**src/rtl/matmul_seq_ctrl_if.sv**
```systemverilog
// Handshake and RAM bus bundle for the matrix-multiply sequencer.
// master = sequencer, slave = surrounding datapath / job control.
interface matmul_seq_ctrl_if #(
    parameter int ADDR_W = 5,
    parameter int COL_W  = 3,
    parameter int MUL_W  = 4
);
    logic              start_in;
    logic              abort;
    logic              reload_each_col;
    logic              xload_done;
    logic              aload_done;
    logic              alu_done;
    logic              ram_ready;
    logic              input_load_en;
    logic              rom_start;
    logic              alu_en;
    logic              alu_clr;
    logic              ram_en;
    logic              web;
    logic [ADDR_W-1:0] ram_addr;
    logic [COL_W-1:0]  col_idx;
    logic [MUL_W-1:0]  mul_idx;
    logic              busy;
    logic              finish;

    modport master (
        input  start_in, abort, reload_each_col,
        input  xload_done, aload_done, alu_done, ram_ready,
        output input_load_en, rom_start, alu_en, alu_clr,
        output ram_en, web, ram_addr, col_idx, mul_idx,
        output busy, finish
    );

    modport slave (
        output start_in, abort, reload_each_col,
        output xload_done, aload_done, alu_done, ram_ready,
        input  input_load_en, rom_start, alu_en, alu_clr,
        input  ram_en, web, ram_addr, col_idx, mul_idx,
        input  busy, finish
    );
endinterface

```
**src/rtl/matmul_seq_ctrl.sv**
```systemverilog
// Column sequencer for the matmul datapath: load, MAC issue,
// ALU wait and RAM write-back over N_COLS columns.
module matmul_seq_ctrl #(
    parameter int MUL_STEPS = 8,
    parameter int N_COLS    = 4,
    parameter int ROWS      = 4,
    parameter int ADDR_W    = 5,
    parameter int RAM_BASE  = 0
) (
    input logic               clk,
    input logic               rst,
    matmul_seq_ctrl_if.master bus
);
    localparam int COL_W = $clog2(N_COLS) + 1;
    localparam int MUL_W = $clog2(MUL_STEPS) + 1;
    localparam int ROW_W = $clog2(ROWS) + 1;

    localparam logic [COL_W-1:0] COL_LAST = COL_W'(N_COLS - 1);
    localparam logic [MUL_W-1:0] MUL_LAST = MUL_W'(MUL_STEPS - 1);
    localparam logic [ROW_W-1:0] ROW_LAST = ROW_W'(ROWS - 1);

    typedef enum logic [2:0] {
        S_IDLE,
        S_LOAD,
        S_MAC,
        S_WAIT,
        S_WRITE,
        S_NEXT,
        S_DONE
    } state_t;

    state_t           state;
    state_t           nxt;
    logic [COL_W-1:0] col;
    logic [MUL_W-1:0] mul;
    logic [ROW_W-1:0] row;
    logic             xf;
    logic             af;
    logic             rl;
    logic             first;
    logic             loads_ok;

    assign loads_ok = (xf | bus.xload_done) & (af | bus.aload_done);

    // State register
    always_ff @(posedge clk) begin
        if (!rst) state <= S_IDLE;
        else      state <= nxt;
    end

    // Counters, sticky load flags and latched job options
    always_ff @(posedge clk) begin
        if (!rst) begin
            col   <= '0;
            mul   <= '0;
            row   <= '0;
            xf    <= 1'b0;
            af    <= 1'b0;
            rl    <= 1'b0;
            first <= 1'b0;
        end else begin
            if (state == S_MAC && nxt == S_MAC) mul <= mul + MUL_W'(1);
            else                                mul <= '0;

            if (state == S_WRITE && nxt == S_WRITE)
                row <= bus.ram_ready ? row + ROW_W'(1) : row;
            else
                row <= '0;

            if (nxt == S_IDLE)
                col <= '0;
            else if (state == S_NEXT && nxt != S_DONE)
                col <= col + COL_W'(1);

            if (state == S_LOAD && nxt == S_LOAD) begin
                xf <= xf | bus.xload_done;
                af <= af | bus.aload_done;
            end else begin
                xf <= 1'b0;
                af <= 1'b0;
            end

            if (state == S_IDLE && bus.start_in)
                rl <= bus.reload_each_col;

            first <= (nxt == S_LOAD) && (state != S_LOAD);
        end
    end

    // Next state and Moore output decode
    always_comb begin
        nxt               = state;
        bus.input_load_en = 1'b0;
        bus.rom_start     = 1'b0;
        bus.alu_en        = 1'b0;
        bus.alu_clr       = 1'b0;
        bus.ram_en        = 1'b0;
        bus.web           = 1'b1;
        bus.ram_addr      = '0;
        bus.col_idx       = col;
        bus.mul_idx       = mul;
        bus.busy          = (state != S_IDLE);
        bus.finish        = 1'b0;

        unique case (state)
            S_IDLE: begin
                if (bus.start_in) nxt = S_LOAD;
            end
            S_LOAD: begin
                bus.input_load_en = 1'b1;
                bus.rom_start     = first;
                if (loads_ok) nxt = S_MAC;
            end
            S_MAC: begin
                bus.alu_en  = 1'b1;
                bus.alu_clr = (mul == '0);
                if (mul == MUL_LAST) nxt = S_WAIT;
            end
            S_WAIT: begin
                if (bus.alu_done) nxt = S_WRITE;
            end
            S_WRITE: begin
                bus.ram_en   = 1'b1;
                bus.web      = 1'b0;
                bus.ram_addr = ADDR_W'(RAM_BASE)
                             + ADDR_W'(col) * ADDR_W'(ROWS)
                             + ADDR_W'(row);
                if (bus.ram_ready && row == ROW_LAST) nxt = S_NEXT;
            end
            S_NEXT: begin
                if (col == COL_LAST) nxt = S_DONE;
                else if (rl)         nxt = S_LOAD;
                else                 nxt = S_MAC;
            end
            S_DONE: begin
                bus.finish = 1'b1;
                nxt        = S_IDLE;
            end
            default: nxt = S_IDLE;
        endcase

        if (bus.abort && state != S_IDLE) nxt = S_IDLE;
    end
endmodule

```
**src/flat_wrapper.sv**
```systemverilog
// flat-port wrapper written by rule: the top's interface ports become plain ports
module matmul_seq_ctrl_flat 
#(
    parameter int MUL_STEPS = 8,
    parameter int N_COLS    = 4,
    parameter int ROWS      = 4,
    parameter int ADDR_W    = 5,
    parameter int RAM_BASE  = 0
)
  (clk, rst, bus_start_in, bus_abort, bus_reload_each_col, bus_xload_done, bus_aload_done, bus_alu_done, bus_ram_ready, bus_input_load_en, bus_rom_start, bus_alu_en, bus_alu_clr, bus_ram_en, bus_web, bus_ram_addr, bus_col_idx, bus_mul_idx, bus_busy, bus_finish);
  matmul_seq_ctrl_if #(.ADDR_W(ADDR_W), .COL_W(3), .MUL_W(4)) bus_i ();
  input logic clk;
  input logic rst;
  input wire logic [$bits(bus_i.start_in)-1:0] bus_start_in;
  input wire logic [$bits(bus_i.abort)-1:0] bus_abort;
  input wire logic [$bits(bus_i.reload_each_col)-1:0] bus_reload_each_col;
  input wire logic [$bits(bus_i.xload_done)-1:0] bus_xload_done;
  input wire logic [$bits(bus_i.aload_done)-1:0] bus_aload_done;
  input wire logic [$bits(bus_i.alu_done)-1:0] bus_alu_done;
  input wire logic [$bits(bus_i.ram_ready)-1:0] bus_ram_ready;
  output wire logic [$bits(bus_i.input_load_en)-1:0] bus_input_load_en;
  output wire logic [$bits(bus_i.rom_start)-1:0] bus_rom_start;
  output wire logic [$bits(bus_i.alu_en)-1:0] bus_alu_en;
  output wire logic [$bits(bus_i.alu_clr)-1:0] bus_alu_clr;
  output wire logic [$bits(bus_i.ram_en)-1:0] bus_ram_en;
  output wire logic [$bits(bus_i.web)-1:0] bus_web;
  output wire logic [$bits(bus_i.ram_addr)-1:0] bus_ram_addr;
  output wire logic [$bits(bus_i.col_idx)-1:0] bus_col_idx;
  output wire logic [$bits(bus_i.mul_idx)-1:0] bus_mul_idx;
  output wire logic [$bits(bus_i.busy)-1:0] bus_busy;
  output wire logic [$bits(bus_i.finish)-1:0] bus_finish;
  assign bus_i.start_in = bus_start_in;
  assign bus_i.abort = bus_abort;
  assign bus_i.reload_each_col = bus_reload_each_col;
  assign bus_i.xload_done = bus_xload_done;
  assign bus_i.aload_done = bus_aload_done;
  assign bus_i.alu_done = bus_alu_done;
  assign bus_i.ram_ready = bus_ram_ready;
  assign bus_input_load_en = bus_i.input_load_en;
  assign bus_rom_start = bus_i.rom_start;
  assign bus_alu_en = bus_i.alu_en;
  assign bus_alu_clr = bus_i.alu_clr;
  assign bus_ram_en = bus_i.ram_en;
  assign bus_web = bus_i.web;
  assign bus_ram_addr = bus_i.ram_addr;
  assign bus_col_idx = bus_i.col_idx;
  assign bus_mul_idx = bus_i.mul_idx;
  assign bus_busy = bus_i.busy;
  assign bus_finish = bus_i.finish;
  matmul_seq_ctrl #(.MUL_STEPS(MUL_STEPS), .N_COLS(N_COLS), .ROWS(ROWS), .ADDR_W(ADDR_W), .RAM_BASE(RAM_BASE)) u_core (.clk(clk), .rst(rst), .bus(bus_i));
endmodule
```
**config.mk**
```make
export PLATFORM = sky130hd
export DESIGN_NAME = matmul_seq_ctrl_flat
export DESIGN_NICKNAME = d
export VERILOG_FILES = /design/src/rtl/matmul_seq_ctrl_if.sv /design/src/rtl/matmul_seq_ctrl.sv /design/src/flat_wrapper.sv
export SDC_FILE = /design/constraint.sdc
export NUM_CORES = 1
export LEC_CHECK = 0
export BUFFER_PORTS_ARGS = -buffer_cell sky130_fd_sc_hd__buf_4
export CORE_MARGIN = 2
export CORE_UTILIZATION = 50
export CTS_CLUSTER_DIAMETER = 150
export CTS_CLUSTER_SIZE = 20
export DETAILED_ROUTE_END_ITERATION = 7
export PLACE_DENSITY = 0.77
export SYNTH_ARGS = -nofsm -noshare
export SYNTH_HDL_FRONTEND = slang
export SYNTH_SLANG_ARGS = --single-unit
```
**constraint.sdc**
```tcl
create_clock -name clk -period 3.75 [get_ports clk]
set_input_delay 0.375 -clock clk [delete_from_list [all_inputs] [get_ports clk]]
set_output_delay 0.375 -clock clk [all_outputs]
set_load 0.02 [all_outputs]
```
# == Word level (Yosys, flattened, before mapping) ==
# Cells that the tools add are included.
# word_totals
ff_bits,17
output_inout_bits,20
# op_classes
n_addsub,4
n_eq_ne,14
reduce_logical,16
bitwise_logic,4
n_mux,17
# op_table
operator,n
two-way mux 3 bit,7
case mux 3 bit (6 select lines),1
equality test 3 x 2 -> 1 bit (second input constant),5
equality test 3 bit (second input constant),4
logical AND 1 bit,8
two-way mux 1 bit,7
adder 3 x 1 -> 3 bit (second input constant),2
equality test 3 x 1 -> 1 bit (second input constant),2
logical NOT 3 bit,2
AND reduction 2 bit,3
adder 5 x 3 -> 5 bit,1
two-way mux 5 bit,1
adder 4 x 1 -> 4 bit (second input constant),1
equality test 4 x 3 -> 1 bit (second input constant),1
logical NOT 4 bit,1
inequality test 3 x 1 -> 1 bit (second input constant),1
inequality test 3 bit (second input constant),1
nonzero test 3 bit,1
two-way mux 2 bit,1
OR 1 bit,2
OR reduction 2 bit,1
AND 1 bit,1
NOT 1 bit,1

# == Logic depth before layout (Yosys ltp) ==
# logic_depth
depth_word,8
depth_mapped,7
ltp_nobuf,6

# == Worst setup path after synthesis ==
# OpenSTA, ideal clock, no wires.
# synth_timing
path_kind,reg2reg
from,register u_core.col[0] (netlist: u_core.bus.col_idx[0])
to,register u_core.col[0] (netlist: u_core.bus.col_idx[0])
stages_incl_launch_ff,8
required_time_ns,3.634
n_path_buf,1
path_slack_ns,1.983
synth_period_minus_slack_ns,1.767
arrival_ns,1.650
path_cell_list,dfxtp_1 ha_1 ha_1 nand4bb_1 a21oi_1 o31a_1 buf_6 o211a_1
# synth_between
elab_chain_cells,6
word_cells_on_any_way,9
# synth_lines
item,line_no,source
from (decl),matmul_seq_ctrl.sv:34,logic [COL_W-1:0] col;
from (signal assigned),matmul_seq_ctrl.sv:73,col <= col + COL_W'(1);
equality test 3 x 2 -> 1 bit,matmul_seq_ctrl.sv:131,if (col == COL_LAST) nxt = S_DONE;
two-way mux 3 bit,matmul_seq_ctrl.sv:131,
case mux 3 bit (6 select lines),matmul_seq_ctrl.sv:105,unique case (state)
two-way mux 3 bit,matmul_seq_ctrl.sv:142,if (bus.abort && state != S_IDLE) nxt = S_IDLE;
inequality test 3 bit / logical NOT 3 bit (equally long branches),"matmul_seq_ctrl.sv:72, matmul_seq_ctrl.sv:70",
logical AND 1 bit / OR reduction 2 bit (equally long branches),n/a,
# Parallel ways exist; a longest one is shown, timed or not.
# A chain may end at the register's enable or synchronous reset.

# == Final worst setup path ==
# layout_timing
from,register u_core.state[2]
to,output bus_ram_addr[3]
# layout_between
elab_chain_cells,2
# layout_lines
item,line_no,source
from (decl),matmul_seq_ctrl.sv:32,state_t state;
from (signal assigned),matmul_seq_ctrl.sv:48,else state <= nxt;
equality test 3 bit,matmul_seq_ctrl.sv:105,
two-way mux 5 bit,matmul_seq_ctrl.sv:105,
to (decl),flat_wrapper.sv:27,output wire logic [$bits(bus_i.ram_addr)-1:0] bus_ram_addr;
# Every way passes these cells.

==> results by group <==
Status
  • Outcome: finished clean

Clocking
  • TritonCTS clock tree: built
  • Register clock-pin slew on the reported worst setup and hold paths: 0.11 ns
  • Maximum clock path buffer count: 2
  • Number of buffers inserted for hold repair after clock tree synthesis: 0
  • Root buffer cell: sky130_fd_sc_hd__clkbuf_4
  • Num Clock Sinks: 17
  • Post_cts resized: 0
  • Post-CTS Setup Inserts: 0
  • Number of buffers inserted during clock tree synthesis: 3
  • Worst skew pair latency: 0.29 ns
  • CTS H-Tree Depth: 1

Routing
  • Number of DRC markers after the initial detailed-route iteration: 25
  • ANT nets after route: 0
  • Wire length reported by the detailed router: 2240 um
  • Total iterations of the first detailed-routing run: 4
  • Via density per instance: 5.59
  • Wirelength per Cell: 13.6 um
  • Detailed-route via count: 916
  • Post-route DRC violation count: 0

GRT
  • GRT Resource Usage Total: 19.6%
  • Initial antenna violation count: 0
  • First-pass GRT wire length: 3690 um
  • Congestion Overflow GR: 0
  • Number of global-route vias before repair: 836
  • Largest net degree at the start of global routing: 13

Cells and area
  • Count of nets after finishing: between 150 and 200
  • Finished layout cell area: 1240 sq um
  • Area growth from synthesis to final layout: 23.8%
  • Share of post-route cells with drive strength above 1: 24.8%
  • Non-filler cells, final: between 150 and 200
  • Final antenna diode count: 0

Die
  • Initial Util: 52.0%
  • Die X-Extent: roughly 50 um
  • Die area: 2370 sq um
  • Core region area: 1920 sq um
  • Standard-cell row count: 16
  • Die height: 48.7 um
  • I/O Pins: 29

Synthesis
  • Number of enable flip-flop cells after synthesis: 0
  • Synthesis warning total: 0
  • Post-synthesis cell count: 109
  • Mapped Area: 998 sq um
  • Mean instance size in the synthesized netlist: 9.16 sq um
  • Post-synth cell types: 38
  • Post-synthesis register bit count: 17
  • Sequential share of the synthesized area: around 34%
  • Post-synth ARST share: 0%
  • Net count of the mapped netlist: 126
  • Most frequently used flop master after synthesis: sky130_fd_sc_hd__dfxtp_1

Timing
  • Sum of negative setup slack: 0 ns
  • Final hold violation count: 0
  • Maximum clock rate: 0.482 GHz
  • RSZ-0062 raised after global routing: false
  • Worst setup margin: 1.68 ns
  • Slew at the pin with the worst max-slew slack: 0.555 ns
  • Setup Viol. Count Final: 0
  • Final Max Slew Viols: 0
  • Share of the clock period used by the worst path: 55.3%
  • Final Critical Period: 2.07 ns
  • Headroom to the max-slew limit: 62.4%
  • Clock skew: 0.00643 ns

Pwr
  • Internal power of the cells: 0.246 mW
  • Switching portion of total power: 27.2%
  • Relative contribution of combinational cells to total power: 14.0%
  • Maximum ir drop on the vdd rail: 198 uV
  • Switching power summed over all nets: 0.0921 mW
  • Power density over cell area: 273 nW/um^2
  • Total Power: 0.338 mW
  • Share of power burned in registers: 55.8%
  • Clock Power Share: approximately 30%
  • Leakage dissipation: 0.600 nW

Setup path
  • Cell with the most instances on the worst path: sky130_fd_sc_hd__nand2b_1
  • Startpoint-to-endpoint class of the critical path: flop to primary output
  • Number of cells on the worst reg-to-reg path: 6
  • Maximum fanout count along the critical path: 12
  • CP Cell Sequence: nand2b_1 > nand2b_1 > inv_1 > and2_1 > buf_4
  • Worst path required time: ~3.4 ns
  • Slowest stage cell on the critical path: sky130_fd_sc_hd__dfxtp_1
  • Critical path's largest stage delay: 0.59 ns
  • Buffers plus inverters on the worst setup path: 2
  • Stages on worst setup path: 5
  • Endpoint arrival time on the critical path: 1.70 ns
  • Setup slack of the worst register-to-register path: between 1.5 and 2 ns
  • Reg2Reg Launch Point: u_core.bus.col_idx[0]
  • Delay-heaviest family, CP: flip-flops
  • Critical path capture point type: primary output
  • Setup crit start kind: flop
  • Endpoint of the worst register-to-register path: u_core.bus.col_idx[1]

Place
  • RD Place Congestion: 0.821
  • Port buffer count: 28
  • Cell count after placement: 160
  • Post-Place Worst Slack: 1.94 ns
  • DP Area: 1210 sq um
  • DPL Wire Length: 1730 um

Worst hold path
  • Cells on Worst Hold Path: 3
  • Worst Hold Endpoint: u_core.rl
  • Worst Min Path Start: bus_reload_each_col
  • Class of the most critical hold timing path: primary input to flop

Flow run
  • Max-cap check violation count: 0
[flip-flops by register name (all words and copies together) (netlist names)]
| name | flops |
|---|---|
| u_core.xf | 1 |
| u_core.bus.mul_idx | 4 |
| u_core.state | 3 |
| u_core.row | 3 |
| u_core.rl | 1 |
| u_core.af | 1 |
| u_core.bus.col_idx | 3 |
| u_core.first | 1 |
[through the flow]
stage | utilization (%) | hold slack, ns
global placement | 63.0 | 0.513
CTS | 64.3 | 0.311
floorplan | - | 0.488
detailed placement | 63.0 | 0.536
global route | 64.3 | 0.310
finish | 64.3 | 0.306
[routing by layer]
| metal | vias to the layer above | share of wire [%] | GRT usage [%] |
|---|---|---|---|
| met3 | 2 | 5.9 | 3.09 |
| li1 | 448 | - | - |
| met1 | 428 | 44 | 23.4 |
| met5 | - | 0 | 0 |
| met2 | 38 | 49 | 37.2 |
| met4 | 0 | 0.45 | 2.86 |
[cell usage after synthesis (all sizes together), types with 2 or more instances]
library cell	n	area [sq um]
buf	4	32.5
nor2	3	11.3
ha	8	100
nor3	11	55.1
o21ai	3	15.0
nand3	2	10.0
xnor2	4	35.0
o211a	3	30.0
and3	2	12.5
nand2b	5	31.3
inv	10	37.5
nor3b	3	32.5
mux2i	3	30.0
o22ai	2	12.5
dfxtp	17	340
nor2b	2	12.5
and2	5	31.3
nand2	4	15.0
[worst min-delay path: stages]
cell,delay [ns]
sky130_fd_sc_hd__buf_4,0.08
sky130_fd_sc_hd__mux2i_1,0.05
sky130_fd_sc_hd__nor2_1,0.07
[final cells by class]
type,instances,area [sq um]
Tap cell,27,33.8
Sequential cell,17,340
Fill cell,168,686
Clock buffer,4,26.3
Timing Repair Buffer,28,210
Inverter,10,37.5
Multi-Input combinational cell,78,588
[placed cells by master, fill, tap and decap left out, types with 3 or more instances in the layout]
master,synthesis,routed
sky130_fd_sc_hd__nand2_1,4,4
sky130_fd_sc_hd__nor2_1,3,3
sky130_fd_sc_hd__o211a_1,3,3
sky130_fd_sc_hd__inv_1,10,10
sky130_fd_sc_hd__dfxtp_1,17,17
sky130_fd_sc_hd__o21ai_0,3,3
sky130_fd_sc_hd__nand2b_1,5,5
sky130_fd_sc_hd__xnor2_1,4,4
sky130_fd_sc_hd__and2_1,5,5
sky130_fd_sc_hd__clkbuf_4,0,3
sky130_fd_sc_hd__buf_4,0,28
sky130_fd_sc_hd__mux2i_1,3,3
sky130_fd_sc_hd__nor3_1,11,11
sky130_fd_sc_hd__ha_1,8,8
[logic make-up (layout without fill, tap and decap cells)]
kind of cell	count (synthesis)	count (layout)	share of synthesized area, %
adder cells (fa/ha/maj)	8	8	10.0
flip-flops	17	17	34.1
AO/OA/AOI/OAI	18	18	14.0
multiplexers	4	4	4.14
AND/OR/NAND/NOR	43	43	26.3
buffers and inverters	14	42	7.02
XOR/XNOR	5	5	4.39
[worst max-delay path by stage]
| stage | start | endpoint | slack [ns] |
|---|---|---|---|
| global route | u_core.state[2] | bus_ram_addr[1] | 1.54 |
| detailed placement | u_core.bus.col_idx[0] | u_core.bus.col_idx[1] | 1.94 |
| CTS | u_core.state[2] | bus_ram_addr[3] | 1.68 |
| finish | u_core.state[2] | bus_ram_addr[3] | 1.68 |
| floorplan | u_core.bus.col_idx[0] | u_core.bus.col_idx[0] | 1.98 |
| global placement | u_core.bus.col_idx[0] | u_core.bus.col_idx[0] | 1.99 |
[power by group through the flow]
stage,registers [mW],logic [mW],clock network (mW)
floorplan,0.189,0.0347,0
global placement,0.193,0.0472,0
detailed placement,0.193,0.0473,0
CTS,0.189,0.0475,0.102
global route,0.190,0.0518,0.109
finish,0.189,0.0472,0.102
Power figures use the tool's default switching activity.
